<file path="config.mk">
export PLATFORM = sky130hd
export DESIGN_NAME = module_keypad_scanner
export DESIGN_NICKNAME = d
export VERILOG_FILES = /design/src/rtl/keypad_pkg.sv /design/src/rtl/module_sync_2ff.sv /design/src/rtl/module_keypad_scanner.sv
export SDC_FILE = /design/constraint.sdc
export NUM_CORES = 1
export LEC_CHECK = 0
export ABC_AREA = 1
export CAP_MARGIN = 30
export CORE_MARGIN = 3
export CORE_UTILIZATION = 55
export CTS_CLUSTER_SIZE = 12
export DETAILED_ROUTE_END_ITERATION = 6
export GPL_ROUTABILITY_DRIVEN = 0
export MAX_ROUTING_LAYER = met4
export PLACE_DENSITY = 0.84
export SLEW_MARGIN = 15
export SYNTH_ARGS = -nofsm -noshare
export SYNTH_HDL_FRONTEND = slang
export SYNTH_SLANG_ARGS = --single-unit
</file>
<file path="constraint.sdc">
create_clock -name clk -period 2.1 [get_ports clk]
set_input_delay 0.42 -clock clk [delete_from_list [all_inputs] [get_ports clk]]
set_output_delay 0.42 -clock clk [all_outputs]
set_load 0.05 [all_outputs]
</file>
<file path="src/rtl/keypad_pkg.sv">
// Shared types and constants for the 4x4 hex keypad scanner.
package keypad_pkg;

  typedef enum logic [1:0] {SCAN, DEBOUNCE, PRESSED, RELEASE} state_t;

  // Hex code per key, indexed {row, col}; entry 0 is r0/c0 ('1').
  localparam logic [15:0][3:0] KEYMAP = {
    4'hD, 4'hE, 4'hF, 4'h0,   // r3: c3..c0
    4'hC, 4'h9, 4'h8, 4'h7,   // r2
    4'hB, 4'h6, 4'h5, 4'h4,   // r1
    4'hA, 4'h3, 4'h2, 4'h1    // r0
  };

  // Active-low column drive, one bit low per column index.
  localparam logic [3:0][3:0] COL_ONECOLD = {4'b0111, 4'b1011, 4'b1101, 4'b1110};

  // Index of the lowest-numbered low row; callers guarantee at least one is low.
  function automatic logic [1:0] lowest_low(input logic [3:0] rows);
    lowest_low = 2'd0;
    for (int i = 3; i >= 0; i--)
      if (!rows[i]) lowest_low = 2'(i);
  endfunction

  function automatic logic [3:0] key_lookup(input logic [1:0] row, input logic [1:0] col);
    key_lookup = KEYMAP[{row, col}];
  endfunction

endpackage

</file>
<file path="src/rtl/module_sync_2ff.sv">
// Two-flop synchronizer for asynchronous board inputs.
module module_sync_2ff #(
  parameter int              WIDTH     = 1,
  parameter logic [WIDTH-1:0] RESET_VAL = '1
) (
  input  logic             clk,
  input  logic             rst,
  input  logic [WIDTH-1:0] d,
  output logic [WIDTH-1:0] q
);

  logic [WIDTH-1:0] meta;

  // Capture into the metastability flop, then hand to the output flop.
  always_ff @(posedge clk or posedge rst) begin
    if (rst) begin
      meta <= RESET_VAL;
      q    <= RESET_VAL;
    end else begin
      meta <= d;
      q    <= meta;
    end
  end

endmodule

</file>
<file path="src/rtl/module_keypad_scanner.sv">
// 4x4 matrix keypad scanner: column scan, debounce, hex entry shift register.
// data_out feeds hex0..hex3 of the 7-segment display controller.
module module_keypad_scanner
  import keypad_pkg::*;
#(
  parameter int SCAN_DIV     = 10000,
  parameter int DEBOUNCE_CNT = 8
) (
  input  logic        clk,
  input  logic        rst,
  input  logic [3:0]  row_in,
  output logic [3:0]  col_out,
  output logic [3:0]  key_code,
  output logic        key_valid,
  output logic        key_held,
  output logic [15:0] data_out
);

  localparam int DIV_W = $clog2(SCAN_DIV);
  localparam int CNT_W = $clog2(DEBOUNCE_CNT + 1);
  localparam logic [DIV_W-1:0] DIV_LAST = DIV_W'(SCAN_DIV - 1);
  localparam logic [CNT_W-1:0] CNT_DONE = CNT_W'(DEBOUNCE_CNT);

  logic [3:0]       row_s;
  logic [DIV_W-1:0] div_cnt;
  logic             sample;
  state_t           state;
  logic [1:0]       col_idx;
  logic [1:0]       col_nxt;
  logic [1:0]       cand_row;
  logic [CNT_W-1:0] deb_cnt;
  logic [CNT_W-1:0] cnt_inc;
  logic             cand_high;
  logic [3:0]       code;

  module_sync_2ff #(.WIDTH(4), .RESET_VAL(4'hF)) u_row_sync (
    .clk (clk),
    .rst (rst),
    .d   (row_in),
    .q   (row_s)
  );

  // The sample point is the last divider count, so a newly driven column
  // has had a full period to settle through the synchronizer.
  assign sample    = (div_cnt == DIV_LAST);
  assign col_nxt   = col_idx + 2'd1;
  assign cnt_inc   = deb_cnt + CNT_W'(1);
  assign cand_high = row_s[cand_row];
  assign code      = key_lookup(cand_row, col_idx);

  // Free-running scan divider, 0..SCAN_DIV-1.
  always_ff @(posedge clk or posedge rst) begin
    if (rst)         div_cnt <= '0;
    else if (sample) div_cnt <= '0;
    else             div_cnt <= div_cnt + DIV_W'(1);
  end

  // Scan / debounce / accept / release-debounce state machine.
  always_ff @(posedge clk or posedge rst) begin
    if (rst) begin
      state     <= SCAN;
      col_idx   <= 2'd0;
      col_out   <= COL_ONECOLD[0];
      cand_row  <= 2'd0;
      deb_cnt   <= '0;
      key_code  <= 4'h0;
      key_valid <= 1'b0;
      key_held  <= 1'b0;
      data_out  <= 16'h0000;
    end else begin
      key_valid <= 1'b0;
      case (state)
        SCAN: if (sample) begin
          if (row_s == 4'hF) begin
            col_idx <= col_nxt;
            col_out <= COL_ONECOLD[col_nxt];
          end else begin
            // Column freezes here; only the latched column stays driven.
            cand_row <= lowest_low(row_s);
            deb_cnt  <= CNT_W'(1);
            state    <= (DEBOUNCE_CNT == 1) ? PRESSED : DEBOUNCE;
          end
        end
        DEBOUNCE: if (sample) begin
          if (!cand_high) begin
            deb_cnt <= cnt_inc;
            if (cnt_inc == CNT_DONE) state <= PRESSED;
          end else begin
            deb_cnt <= '0;
            col_idx <= col_nxt;
            col_out <= COL_ONECOLD[col_nxt];
            state   <= SCAN;
          end
        end
        PRESSED: begin
          key_valid <= 1'b1;
          key_code  <= code;
          data_out  <= {data_out[11:0], code};
          key_held  <= 1'b1;
          deb_cnt   <= '0;
          state     <= RELEASE;
        end
        RELEASE: if (sample) begin
          if (cand_high) begin
            deb_cnt <= cnt_inc;
            if (cnt_inc == CNT_DONE) begin
              key_held <= 1'b0;
              deb_cnt  <= '0;
              col_idx  <= col_nxt;
              col_out  <= COL_ONECOLD[col_nxt];
              state    <= SCAN;
            end
          end else begin
            // Any bounce back low restarts the release count.
            deb_cnt <= '0;
          end
        end
        default: state <= SCAN;
      endcase
    end
  end

endmodule

</file>
Word-level counts from Yosys, hierarchy flattened
Memory sizes are Yosys's and may differ from the RTL's.
Cells that the tools add are included.
Widths: inputs -> output; s select.

storage, ports and cells
  word-level logic and storage cells = 91
  bits in read-only memories = 64
  output and inout port bits = 26
  bits of input ports = 6
  bits in registers = 58
  memories kept = 1

cells by class
  $add $sub $neg = 3
  reductions and logical operators = 8
  $lt $le $gt $ge = 3
  bitwise operators = 1
  mux-type cells = 48
  equal/unequal tests = 15

memory list
  name              depth  width  read ports  clocked after memory_dff  wr ports  RTL line          RTL
  (name not given)  16     4      1           0                         0         keypad_pkg.sv:25  key_lookup = KEYMAP[{row, col}];

operators by type and width
  cell                   number
  $mux 4                 16
  $mux 2                 19
  $ne 2x2->1 const B     8
  $pmux 4 s4             1
  $add 14x1->14 const B  1
  $eq 14x14->1 const B   1
  $mux 14                1
  $pmux 4 s3             1
  $bmux 4 s2             1
  $eq 4x4->1 const B     2
  $pmux 2 s4             1
  $reduce_and 4->1       2
  $reduce_and 8->1       1
  $reduce_and 7->1       1
  $lt 2x3->1 const B     2
  $pmux 2 s3             1
  $lt 4x5->1 const B     1
  $mux 1                 5
  $add 4x1->4 const B    1
  $eq 2x2->1 const B     2
  $ne 3x3->1 const B     1
  $reduce_and 3->1       1
  $reduce_bool 3->1      1
  $add 2x1->2 const B    1
  other kinds (6)        6

Longest topological paths before layout
  word-level depth = 7
  mapped depth = 12

Modules after synthesis
Synthesis repeated with hierarchy kept, for this count alone.

second synthesis, totals
  cell total of the unflattened synthesis = 306
  area, all modules = 2,690.1 µm²

modules (own cells, without submodules)
  module                 instances  sequential area each (µm²)  area an instance (µm²)  cells an instance
  module_keypad_scanner  1          1,154.9                     2,476.1                 297
  module_sync_2ff        1          210.2                       214.0                   9

Least setup slack after synthesis
OpenSTA, ideal clock, no wires.

  path kind = flip-flop to flip-flop
  from = register deb_cnt[0]
  to = register col_out[0]
  arrival time = 1,416 ps
  cell stages (with the launch flop) = 11
  slack = 565 ps
  data required time = 1,981 ps
  buffers on the path = 1
  cell sequence = dfrtp_1 > ha_1 > nand2_2 > nand3_1 > nor2_2 > nor2_1 > nor2_4 > nand2_2 > buf_6 > nand2_2 > o21ai_2

between the ends
  longest elaborated chain between the ends = 4

RTL lines
  element                     RTL line                      RTL
  from (decl)                 module_keypad_scanner.sv:31   logic [CNT_W-1:0] deb_cnt;
  from (signal assigned)      module_keypad_scanner.sv:86   deb_cnt <= cnt_inc;
  from (signal assigned)      module_keypad_scanner.sv:105  deb_cnt <= cnt_inc;
  $add 4x1->4                 module_keypad_scanner.sv:47   assign cnt_inc = deb_cnt + CNT_W'(1);
  $eq 4x4->1                  module_keypad_scanner.sv:106  if (cnt_inc == CNT_DONE) begin
  $ne 2x2->1 (no line)        --
  $reduce_and 8->1 (no line)  --
  to (signal assigned)        module_keypad_scanner.sv:63   col_out <= COL_ONECOLD[0];
  to (signal assigned)        module_keypad_scanner.sv:76   col_out <= COL_ONECOLD[col_nxt];
  to (signal assigned)        module_keypad_scanner.sv:110  col_out <= COL_ONECOLD[col_nxt];
  to (decl)                   module_keypad_scanner.sv:12   output logic [3:0] col_out,

No other way between the ends.
A chain may end at the register's enable or synchronous reset.

Worst setup path in the final report
  from = register col_out[1]
  to = output port col_out[1]

RTL lines
  element                 RTL line                     RTL
  from (signal assigned)  module_keypad_scanner.sv:63
  from (signal assigned)  module_keypad_scanner.sv:76
  from (signal assigned)  module_keypad_scanner.sv:91  col_out <= COL_ONECOLD[col_nxt];

No word-level cell between the ends.

==> impl_metrics.toml <==
[global_routing]
grt_usage_pct = 18.44
antenna_found_initial = 0
grt_pass1_wl_um = 7672
grt_max_degree = 55
grt-ovfl-total = 0
grt_pass1_vias = 1790

[yosys]
synth_cells = 300
ys_seq_area_share_pct = 51.41
synth_fp_nets = 315
syn-cell-area_um2 = 2655
synth.distinct_cells = 29
avgSynthCellArea_um2 = 8.850
ys_warn_count = 0
ys_ff_latch = 54

[routing]
wl_per_cell_um = 12.03
dr.pass1.iters = 4
drc = 0
wl_met2_um = 2273
drt_iter0_markers = 74
detail-route-antenna-nets = 0
wl_um = 4620
via_per_inst = 5.112
dr.max_layer_used = "met4"
wl_met3_um = 205
m1WireLength_um = 2077
num_vias = 1963

[layout]
layout_commonest_cell = "nand2_1"
num_antenna_cells = 0
layout_common_cells = "nand2_1 (67), dfrtp_1 (43), inv_1 (33), clkdlybuf4s50_1 (29), o21ai_0 (26)"
multi_input_area_um2 = 1060
final_cells = 384
area_growth_pct = 15.41
post-route-util_pct = 68.03
register_area_um2 = 1365
fillers = 350
num-nets-final = 346
drive_above_1_share_pct = 18.98

[worst_setup_path]
startpoint = "col_out[1]$_DFFE_PP1P_"
cp.buffers_inverters = 1
worst_r2r_startpoint = "div_cnt[0]$_DFF_PP0_"
cpLargestDelayFamily = "buffers and inverters"
critPathLaunchType = "flip-flop"
crit_cells = 1
r2r_cells = 10
r2r_slack_ps = 410
arrival_ps = 1640
cp_slowest_cell = "clkdlybuf4s50_1"
cp-end-kind = "primary output"
crit_path_max_incr_delay_ps = 790
path_cells = "clkdlybuf4s50_1"
cp.required_ps = 1680
critPathMaxFanout = 2
critPathKind = "reg2out"
rr_endpoint = "col_out[0]$_DFFE_PP0P_"

[placed_design]
port_buffers = 31
dp_hpwl_um = 3480
dp.cells = 376

[clocking]
htreeDepth = 2
cts_root_buf = "clkbuf_8"
hold_buffers = 0
cts_resized = 0
cts_buffer_depth = 2
clock_latency_ps = 310
cts_tree = "done"
clock-sinks = 54
clkTransAtPathRegs_ps = 80
cts-buffers-inserted = 5
post_cts_buffers = 0

[timing]
rsz0062_at_grt = "false"
layout_min_cycle_time_ps = 2055
finalClockSkew_ps = 9.581
slew_headroom_pct = 66.42
hold_viol_final = 0
fin_hold_ws_ps = 358.6
fin_tns_setup_ps = 0
maxSlewViolCount = 0
tightestPinTransition_ps = 502.1
setup_violations = 0
timing.fmax_ghz = 0.4866
min_period_over_period_pct = 97.86

[die]
ios = 32
rows = 24
initial_utilization_pct = 58.94
die_area_um2 = 5697
die_height_um = 75.48
core_area_um2 = 4504
die_x_um = 75.48

[job]
maxCapViolCount = 0

[run_status]
outcome = "complete, no violations"

[power_and_ir_drop]
power_density_nw_per_um2 = 537.2
power.total_uw = 1646
p_leak_uw = 0.001467
vdd_ir_drop_max_v = 0.0004015

[hold_path]
worstHoldStart = "u_row_sync.meta[1]$_DFF_PP1_"
holdPathStages = 0
holdPathEnd = "u_row_sync.q[1]$_DFF_PP1_"
min_path_type = "reg2reg"
metrics by stage:
| step | setup WS (ps) | instance area [µm²] |
|---|---|---|
| 6_report | 44.91 | 3064 |
| 5_1_grt | 8.403 | 3064 |
| 4_1_cts | 31.60 | 3064 |
| 3_5_place_dp | 374.9 | 2984 |
| 3_3_place_gp | 374.0 | 2984 |
| 2_1_floorplan | 383.6 | 2655 |
synth_stat cells:
master	count	area (µm²)
nand2_1	67	251.5
dfrtp_1	43	1076
inv_1	34	127.6
o21ai_0	26	130.1
nor2_1	21	78.83
dfstp_2	11	289.0
nand3_1	10	50.05
ha_1	9	112.6
inv_2	9	33.78
nand2_2	9	56.30
nor2_2	8	50.05
a21oi_1	7	35.03
buf_4	5	37.54
nand3_2	5	50.05
nand4_1	5	31.28
o21ai_1	5	25.02
o21ai_2	5	43.79
xor2_1	4	35.03
a31oi_1	2	12.51
buf_6	2	22.52
nand2_4	2	22.52
nand3b_1	2	15.01
nor2_4	2	22.52
nor3_1	2	10.01
a22oi_1	1	7.510
buf_2	1	5.000
clkbuf_1	1	3.750
nand3b_2	1	11.26
or2_4	1	8.760
kinds of logic after synthesis:
logic type,count (synthesis),synth area share [%]
AND/OR/NAND/NOR,135,24.79
flip-flops,54,51.41
buffers and inverters,52,8.671
AO/OA/AOI/OAI,46,9.566
adder cells (fa/ha/maj),9,4.241
XOR/XNOR,4,1.319
per-layer routing:
layer	vias to the layer above	track usage, %
met5	-	-
met4	0	7.573
met3	4	4.485
met2	49	30.78
met1	908	21.29
li1	1002	-
where the power goes:
| group | switching [µW] | internal (µW) | leakage (µW) |
|---|---|---|---|
| clock | 306 | 237 | 0.0000395 |
| sequential | 4.92 | 1050 | 0.000702 |
| combinational | 27.8 | 16.6 | 0.000725 |
worst max path at each step:
| stage | to | slack (ps) |
|---|---|---|
| 2_1_floorplan | asynchronous set/reset pin | 380 |
| 3_3_place_gp | col_out[1] | 370 |
| 4_1_cts | col_out[1] | 30 |
| 3_5_place_dp | col_out[1] | 370 |
| 6_report | col_out[1] | 40 |
| 5_1_grt | col_out[1] | 8 |
flip-flops by register name (all words and copies together), names as in the netlist, named ones only:
| name | cells |
|---|---|
| key_held | 1 |
| col_idx | 2 |
| deb_cnt | 4 |
| state | 1 |
| col_out | 4 |
| data_out | 13 |
| key_valid | 1 |
| cand_row | 2 |
| u_row_sync.q | 4 |
| div_cnt | 14 |
| u_row_sync.meta | 4 |
| key_code | 3 |
area by class of cell:
type                            instances  share of cell area (%)
Sequential cell                        54                   44.55
Multi-Input combinational cell        194                   34.59
Timing Repair Buffer                   33                   10.86
Inverter                               43                   5.267
Clock buffer                            8                   2.613
Tap cell                               52                   2.123
Power figures use the tool's default switching activity.
